## src/rtl/mem_copy_engine.sv

```systemverilog
// Word-granular memory copy/fill engine: one command at a time, COPY alternates
// READ/WRITE per word, FILL streams consecutive WRITE cycles.
module mem_copy_engine #(
    parameter int LEN_WIDTH = 8
) (
    input  logic                 clk,
    input  logic                 rst_n,
    input  logic                 cmd_valid,
    output logic                 cmd_ready,
    input  logic                 cmd_op,
    input  logic [15:0]          cmd_src,
    input  logic [15:0]          cmd_dst,
    input  logic [LEN_WIDTH-1:0] cmd_len,
    input  logic [15:0]          cmd_fill_data,
    output logic [15:0]          mem_access_addr,
    output logic                 mem_write_en,
    output logic [15:0]          mem_write_data,
    input  logic [15:0]          mem_read_data,
    output logic                 busy,
    output logic                 done,
    output logic [LEN_WIDTH-1:0] words_done
);

    typedef enum logic [1:0] {IDLE, READ, WRITE, DONE} state_t;

    typedef struct packed {
        logic                 op;
        logic [15:0]          src;
        logic [15:0]          dst;
        logic [LEN_WIDTH-1:0] len;
        logic [15:0]          fill;
    } cmd_t;

    localparam logic OP_FILL = 1'b1;

    state_t               state, state_nxt;
    cmd_t                 cmd;
    logic [15:0]          data_q;
    logic [LEN_WIDTH-1:0] words_done_q;
    logic                 accept;
    logic                 last_word;

    assign accept = cmd_valid && (state == IDLE);

    // One extra bit so the last-word compare cannot wrap at the maximum length.
    assign last_word = ({1'b0, words_done_q} + {{LEN_WIDTH{1'b0}}, 1'b1}) == {1'b0, cmd.len};

    always_comb begin
        state_nxt       = state;
        cmd_ready       = 1'b0;
        busy            = 1'b1;
        done            = 1'b0;
        mem_access_addr = 16'h0000;
        mem_write_en    = 1'b0;
        mem_write_data  = 16'h0000;
        case (state)
            IDLE: begin
                cmd_ready = 1'b1;
                busy      = 1'b0;
                if (cmd_valid) begin
                    if (cmd_len == '0)
                        state_nxt = DONE;
                    else if (cmd_op == OP_FILL)
                        state_nxt = WRITE;
                    else
                        state_nxt = READ;
                end
            end
            READ: begin
                mem_access_addr = cmd.src;
                state_nxt       = WRITE;
            end
            WRITE: begin
                mem_access_addr = cmd.dst;
                mem_write_en    = 1'b1;
                mem_write_data  = (cmd.op == OP_FILL) ? cmd.fill : data_q;
                if (last_word)
                    state_nxt = DONE;
                else if (cmd.op != OP_FILL)
                    state_nxt = READ;
            end
            DONE: begin
                done      = 1'b1;
                state_nxt = IDLE;
            end
            default: state_nxt = IDLE;
        endcase
    end

    always_ff @(posedge clk or negedge rst_n) begin
        if (!rst_n) begin
            state        <= IDLE;
            cmd          <= '0;
            data_q       <= 16'h0000;
            words_done_q <= '0;
        end else begin
            state <= state_nxt;
            if (accept) begin
                cmd.op       <= cmd_op;
                cmd.src      <= cmd_src;
                cmd.dst      <= cmd_dst;
                cmd.len      <= cmd_len;
                cmd.fill     <= cmd_fill_data;
                words_done_q <= '0;
            end
            if (state == READ)
                data_q <= mem_read_data;
            if (state == WRITE) begin
                cmd.src      <= cmd.src + 16'd1;
                cmd.dst      <= cmd.dst + 16'd1;
                words_done_q <= words_done_q + 1'b1;
            end
        end
    end

    assign words_done = words_done_q;

endmodule

```

## config.mk

```make
export PLATFORM = sky130hd
export DESIGN_NAME = mem_copy_engine
export DESIGN_NICKNAME = d
export VERILOG_FILES = /design/src/rtl/mem_copy_engine.sv
export SDC_FILE = /design/constraint.sdc
export NUM_CORES = 1
export LEC_CHECK = 0
export ABC_AREA = 1
export CAP_MARGIN = 20
export CORE_MARGIN = 1.5
export CORE_UTILIZATION = 50
export DETAILED_ROUTE_END_ITERATION = 8
export GPL_ROUTABILITY_DRIVEN = 1
export PLACE_DENSITY = 0.81
export SETUP_SLACK_MARGIN = 0.02
export SLEW_MARGIN = 20
export SYNTH_ARGS = -nofsm -noshare
export SYNTH_HDL_FRONTEND = slang
export SYNTH_SLANG_ARGS = --single-unit
```

## constraint.sdc

```tcl
create_clock -name clk -period 3.5 [get_ports clk]
set_clock_uncertainty 0.05 [all_clocks]
set_input_delay 0.7 -clock clk [delete_from_list [all_inputs] [get_ports clk]]
set_output_delay 0.7 -clock clk [all_outputs]
set_load 0.03 [all_outputs]
```

After elaboration in Yosys (flattened, before gate mapping). Cells that the tools add are included.

Memories: 0. RAM bits: 0. Latch bits: 0. Bits of input ports: 76. Memory bits (read-only): 0. Bits in registers: 83.

Shifts and indexed selects: 0. Reduce and logical (&&, ||, !) cells: 5. Multiply operators: 0. Multiplexer cells: 17. Equality and inequality tests: 6. Bitwise logic cells: 0. Divide/modulo/power cells: 0. Order comparisons: 0. Add/sub/neg operators: 4.

Operator list (count): 56-bit 2-to-1 mux (1); 16-bit by 1-bit adder with 16-bit output, second input constant (2); 16-bit 2-to-1 mux (2); 32-bit 2-to-1 mux (1); 16-bit one-hot mux with 2 select lines (1); 8-bit 2-to-1 mux (2); 2-bit 2-to-1 mux (5); 8-bit by 1-bit adder with 9-bit output, second input constant (1); 9-bit by 8-bit equality test with 1-bit output (1); 8-bit by 1-bit adder with 8-bit output, second input constant (1); 8-bit logical NOT (1); 2-bit one-hot mux with 4 select lines (1); 2-bit equality test, second input constant (2); 1-bit 2-to-1 mux (4); 3-bit inequality test, second input constant (1); 2-bit by 1-bit equality test with 1-bit output, second input constant (1); 2-bit logical NOT (1); 2-bit inequality test, second input constant (1); 2-bit AND reduction (1); 2-bit nonzero test (1); 1-bit logical AND (1).

Logic depth before layout (Yosys ltp). Gate-level depths: netlist of the first run.

Depth in word-level cells: 4. Mapped depth: 14.

Worst setup path before layout of the first run. No wires, ideal clock.

Kind: register to output. From: register state[0]. To: output mem_write_data[15]. Required time: 2.750 ns. Stages on the path, launching flop included: 8. Data arrival time: 2.113 ns. Slack: 0.637 ns. Cell sequence: dfrtp_1 > inv_1 > ha_1 > buf_2 > buf_2 > buf_1 > o21ai_0 > a21oi_1.

Word-level cells in the longest chain between the ends: 2.

Ends and longest elaborated chain: start: declaration (RTL line 36) `state_t state, state_nxt;`; start signal: assignment (RTL line 97) `state <= state_nxt;`; 2-bit equality test (RTL line 56) `case (state)`; 16-bit 2-to-1 mux (RTL line 56); end: declaration (RTL line 17) `output logic [15:0] mem_write_data,`.

No other way between the ends.

Worst setup path after layout of the first run.
From: register state[1]. To: output mem_access_addr[9].

Word-level cells in the longest chain between the ends: 2.

Ends and longest elaborated chain: 2-bit equality test or 2-bit by 1-bit equality test with 1-bit output (tied branches) (RTL line 56); 16-bit one-hot mux with 2 select lines (*) (RTL line 56); end: declaration (RTL line 15) `output logic [15:0] mem_access_addr,`.

Mark *: on every way between the ends. The rest lies on a longest branch, timed or not.

==> impl_metrics.ini, run 1 <==
[clock_tree]
cts_max_level = 3
clock_latency_ns = 0.36
cts_tree = built
root_buffer = clkbuf_8
holdBufCountCts = 0
max-clock-path-buffers = 2
path_clk_slew_ns = 0.09
numClockSinks = 83
cts_setup_buffers = 0
cts_buffers = 9

[floorplanning]
die-width_um = 100.8
rows = 35
dieArea_sq_mm = 0.01015
fp.coreArea_sq_mm = 0.009240
dieHeight_um = 100.8
initial_utilization_pct = 51.73
ios = 120

[pwr]
ir_worst_vdd_mv = 0.5351
power.density_mw_per_mm2 = 840.0
leakage_uw = 0.002841

[global_routing]
grt_pass1_vias = 4655
grt_max_degree = 84
grt-ovfl-total = 0
grt_pass1_wl_um = 21740
gr-usage-all-layers_pct = 27.19
antenna_found_initial = 0

[worst_setup_path]
crit_path_end_kind = output port
worst-path-buf-inv = 2
worstPathArrival_ns = 2.55
critical-path-top-delay-family = buffers and inverters
cp.required_ns = 2.75
cp_max_fo = 17
worstPathCellList = inv_1, ha_1, nand2_1, a21oi_1, clkdlybuf4s50_1
cpPeakStageDelay_ns = 0.70
critPathSlowestCell = clkdlybuf4s50_1
startpoint_type = register
worstSetupPathType = register to output port

[worst_hold_path]
min_path_type = input port to asynchronous set/reset pin

[routing]
vias_per_cell = 5.323
antenna_left = 0
first_pass_iters = 5
vias = 4812
met2_length_um = 6270
routedWlPerCell_um = 14.47
top_layer_used = met4
post-route-drc-count = 0
totalWireLength_um = 13080
wl_met1_um = 5611
dr.first_iter.drc_count = 275
wl_met3_um = 1014

[sta]
rsz0062_at_grt = no
finalSetupTns_ns = 0
timing.final.crit_period_ns = 3.303
setup_viol = 0
fin_crit_sh_pct = 94.37
slew_violations = 0
holdWs_ns = 0.3149
max_slew_margin_pct = 51.00
max_freq_mhz = 302.8
worst_slew_pin_slew_ns = 0.7350
report.final.hold_viol_count = 0

[logic_synthesis]
syn_area_sq_mm = 0.004780
synth-adder-area-share_pct = 1.832
synth-compound-area-share_pct = 15.68
syn-num-nets = 743
synth.distinct_cells = 36
synth_seq_cells = 83
syn-instance-count = 660
synthXorXnorAreaFrac_pct = 1.832
seq_area_frac_synth_pct = 43.46
avgSynthCellArea_sq_um = 7.242
synth-simple-area-share_pct = 28.66
ys_warn_count = 0
synth_top_family_by_area = simple AND/OR/NAND/NOR gates
synth_mux_area_share_pct = 0

[status]
status = complete, no violations

[cells_and_area]
area_growth_pct = 31.65
antenna_cells = 0
drive_gt1_share_pct = 6.323
nets = 853
final_cell_mix = 218 x nand2_1, 118 x clkdlybuf4s50_1, 83 x dfrtp_1, 75 x inv_1, 53 x o21ai_0
mostFrequentLayoutCell = nand2_1

[placed_design]
io_buffers = 119
gp_congestion = 0.9047
dpl.hpwl_um = 9423

[job]
maxCapViolations = 0
synth_stat cells:
library cell  count  area [sq um]
inv_1            75         281.5
o22ai_1           6         37.54
clkbuf_1         21         78.83
a21oi_2           1         8.760
nand3_2           3         30.03
o32ai_1           4         35.03
inv_2             4         15.01
nand3_1          45         225.2
xnor2_1           2         17.52
nor2_1           31         116.4
a22oi_1           5         37.54
o221a_2           1         11.26
nand4_1           5         31.28
o211ai_1         10         75.07
o21ai_1           3         15.01
nor4_1            1         6.260
nor3_1            4         20.02
ha_1              7         87.58
nor2_2            6         37.54
a221oi_1          2         17.52
nand3b_1          1         7.510
or2_0             1         6.260
xor2_1            8         70.07
buf_1             2         7.510
o31ai_1           2         15.01
nor2_4            3         33.78
buf_2             5         25.02
o311ai_0          1         8.760
a31oi_1           1         6.260
nand2_2           4         25.02
a21oi_1          38         190.2
nand4_2           1         12.51
dfrtp_1          83          2077
o21ai_0          53         265.3
o221ai_1          3         26.28
nand2_1         218         818.3
routing by layer:
| layer | track usage [%] | up-vias |
|---|---|---|
| met3 | 5.270 | 18 |
| li1 | - | 2358 |
| met2 | 43.87 | 195 |
| met5 | 0 | - |
| met4 | 10.51 | 0 |
| met1 | 36.27 | 2241 |
kinds of logic after synthesis:
kind of cell    count (synthesis)
simple gates                  323
flops                          83
compound gates                130
xor+xnor                       10
buf+inv                       107
fa+ha+maj                       7
where the power goes:
group / internal, uW / switching (uW) / leakage [uW] / total [uW]
Sequential: 1400 / 389 / 0.00103 / 1790
Clock: 284 / 373 / 0.0000933 / 657
Combinational: 1050 / 1790 / 0.00172 / 2840
Total: 2730 / 2560 / 0.00284 / 5290
what timing repair did:
action / in CTS / in global routing
gates resized for setup: 0 / 1
endpoints found under the setup margin: 0 / 4
hold endpoints to repair: 0 / 0
final timing paths:
path / start / depth (start not counted) / endpoint / slack [ns]
setup / recovery: state[1]$_DFFE_PN0P_ / 5 / mem_access_addr[9] / 0.20
hold / removal: rst_n / 1 / cmd[45]$_DFFE_PN0P_ / 0.31
setup reg to reg: state[0]$_DFFE_PN0P_ / 9 / cmd[29]$_DFFE_PN0P_ / 1.23
hold reg to reg: cmd[9]$_DFFE_PN0P_ / 2 / cmd[9]$_DFFE_PN0P_ / 0.43
max in group asynchronous: rst_n / 1 / data_q[5]$_DFFE_PN0N_ / 2.57
min in group clk: cmd[9]$_DFFE_PN0P_ / 2 / cmd[9]$_DFFE_PN0P_ / 0.43
sequential cells by signal, indices dropped and copies added (netlist names):
register and flops:
cmd 57, state 2, data_q 16, words_done 8
per-stage QoR:
| stage | setup WS, ns | cells | cell area (sq um) | utilization [%] | power (uW) |
|---|---|---|---|---|---|
| 6_report | 0.1972 | 904 | 6292 | 68.10 | 5286 |
| 5_1_grt | 0.07293 | 904 | 6292 | 68.10 | 5715 |
| 4_1_cts | 0.1105 | 904 | 6279 | 67.95 | 5281 |
| 3_5_place_dp | 0.5310 | 888 | 6093 | 65.94 | 4606 |
| 3_3_place_gp | 0.5883 | 888 | 6093 | 65.94 | 4510 |
| 2_1_floorplan | 0.6370 | 660 | 4780 | - | 3598 |
final cells by class:
class,count,area [sq um]
fill,790,2948
multi-input combinational,470,2307
sequential,83,2077
timing repair buffer,127,1265
inverter,79,296.5
tap,129,161.4
clock buffer,10,137.6
clock inverter,6,47.55
Note: power is estimated with default switching activity, not from simulation.
==> run 2, diff against run 1 <==
--- a/config.mk
+++ b/config.mk
@@ -8,10 +8,11 @@
 export ABC_AREA = 1
 export CAP_MARGIN = 20
 export CORE_MARGIN = 1.5
-export CORE_UTILIZATION = 50
+export CORE_UTILIZATION = 54
 export DETAILED_ROUTE_END_ITERATION = 8
 export GPL_ROUTABILITY_DRIVEN = 1
-export PLACE_DENSITY = 0.81
+export HOLD_SLACK_MARGIN = 0.12
+export PLACE_DENSITY = 0.87
 export SETUP_SLACK_MARGIN = 0.02
 export SLEW_MARGIN = 20
 export SYNTH_ARGS = -nofsm -noshare
==> impl_metrics.ini, run 2 (synthesis results as in run 1) <==
[global_routing]
gr-usage-all-layers_pct = 28.75
grt-ovfl-total = 0
grt_pass1_vias = 4825
grt_pass1_wl_um = 22050
grt_max_degree = 84
antenna_found_initial = 0

[clock_tree]
root_buffer = clkbuf_8
cts_buffers = 9
cts_setup_buffers = 0
holdBufCountCts = 0
cts_tree = built
numClockSinks = 83
clock_latency_ns = 0.36
path_clk_slew_ns = 0.09
max-clock-path-buffers = 2
cts_max_level = 3

[placed_design]
pre_cts_slack_ns = 0.5257
gp_congestion = 0.9554
io_buffers = 119
dpl.hpwl_um = 9494
dp_cells = 866

[worst_setup_path]
startpoint_type = register
cp.required_ns = 2.75
worstPathArrival_ns = 2.60
worstSetupStartpoint = state[1]$_DFFE_PN0P_
cp_max_fo = 17
ff2ff_setup_slack_ns = 1.20
worstSetupPathType = register to output port
crit_path_end_kind = output port
r2r_start = state[0]$_DFFE_PN0P_

[cells_and_area]
antenna_cells = 0
mostFrequentLayoutCell = nand2_1
final.fill_count = 668
multi_input_area_sq_mm = 0.002307
nets = 852
drive_gt1_share_pct = 6.202
largest_register = cmd
final_cells = 882
final_cell_mix = 218 x nand2_1, 118 x clkdlybuf4s50_1, 83 x dfrtp_1, 75 x inv_1, 53 x o21ai_0
area_growth_pct = 32.30
largest_reg_flops = 57
seq_area_sq_mm = 0.002077

[pwr]
power_uw = 5508
leakage_uw = 0.002870
power.density_mw_per_mm2 = 871.1
ir_worst_vdd_mv = 0.5022

[sta]
fin_crit_sh_pct = 95.61
rsz0062_at_grt = no
report.final.hold_viol_count = 0
slew_violations = 0
max_freq_mhz = 298.8
timing.final.crit_period_ns = 3.346
worst_slew_pin_slew_ns = 0.7687
fin_ws_ns = 0.1537
holdWs_ns = 0.3032
finalSetupTns_ns = 0
setup_viol = 0
max_slew_margin_pct = 48.75

[routing]
first_pass_iters = 5
totalWireLength_um = 13420
vias = 4951
vias_per_cell = 5.613
routedWlPerCell_um = 15.22
dr.first_iter.drc_count = 346
post-route-drc-count = 0
antenna_left = 0

[floorplanning]
die-width_um = 97.08
fp.coreArea_sq_mm = 0.008636
rows = 34
dieHeight_um = 97.08
dieArea_sq_mm = 0.009425
ios = 120
initial_utilization_pct = 55.35

[job]
maxCapViolations = 0

[status]
status = complete, no violations

[worst_hold_path]
min_path_type = input port to asynchronous set/reset pin
run 2: changes by cell type in the layout (fill, tap and decap cells not counted), sizes merged:
| cell | delta |
|---|---|
| clkinvlp | -1 |
| buf | -1 |
| inv | -2 |
| bufinv | +3 |
run 2: through the flow:
stage / utilization, % / cell area, sq um
after floorplan: - / 4780
after global placement: 70.17 / 6060
after detailed placement: 70.17 / 6060
after CTS: 73.07 / 6310
after global routing: 73.23 / 6324
final: 73.23 / 6324
run 2: cell type report:
class                   instances  area share (%)
clock inverters                 6           1.781
inverters                      79           4.689
repair buffers                126           19.89
well taps                     108           2.137
multi-input cells             470           36.49
clock buffers                  10           2.176
flip-flops and latches         83           32.85
run 2: power breakdown:
part	total, uW	switching (uW)	internal [uW]
Combinational	2860	1820	1040
Clock	861	366	495
Sequential	1790	388	1400
run 2: what timing repair did:
item                                   4_1_cts  5_1_grt
endpoints found under the hold margin        0        0
setup endpoints to repair                    0        3
resized for setup                            0        1
run 2: per-layer routing:
metal / global-route usage (%) / vias up / wire length [um]
li1: - / 2361 / -
met1: 36.95 / 2323 / 5629
met2: 47.66 / 244 / 6445
met3: 6.619 / 23 / 1089
met4: 10.37 / 0 / 260
met5: 0 / - / 0
run 2: worst paths after layout:
path,endpoint,depth (start not counted)
max,mem_access_addr[3],5
min,cmd[43]$_DFFE_PN0P_,1
max reg2reg,cmd[24]$_DFFE_PN0P_,6
min reg2reg,cmd[4]$_DFFE_PN0P_,2
max in group asynchronous,cmd[53]$_DFFE_PN0P_,1
min in group clk,cmd[4]$_DFFE_PN0P_,2
run 2: worst max-delay path, stage by stage, from the launching register on:
cell and delay [ns]:
dfrtp_1 0.46, inv_1 0.12, ha_1 0.63, nand2_1 0.13
a21oi_1 0.20, clkdlybuf4s50_1 0.71
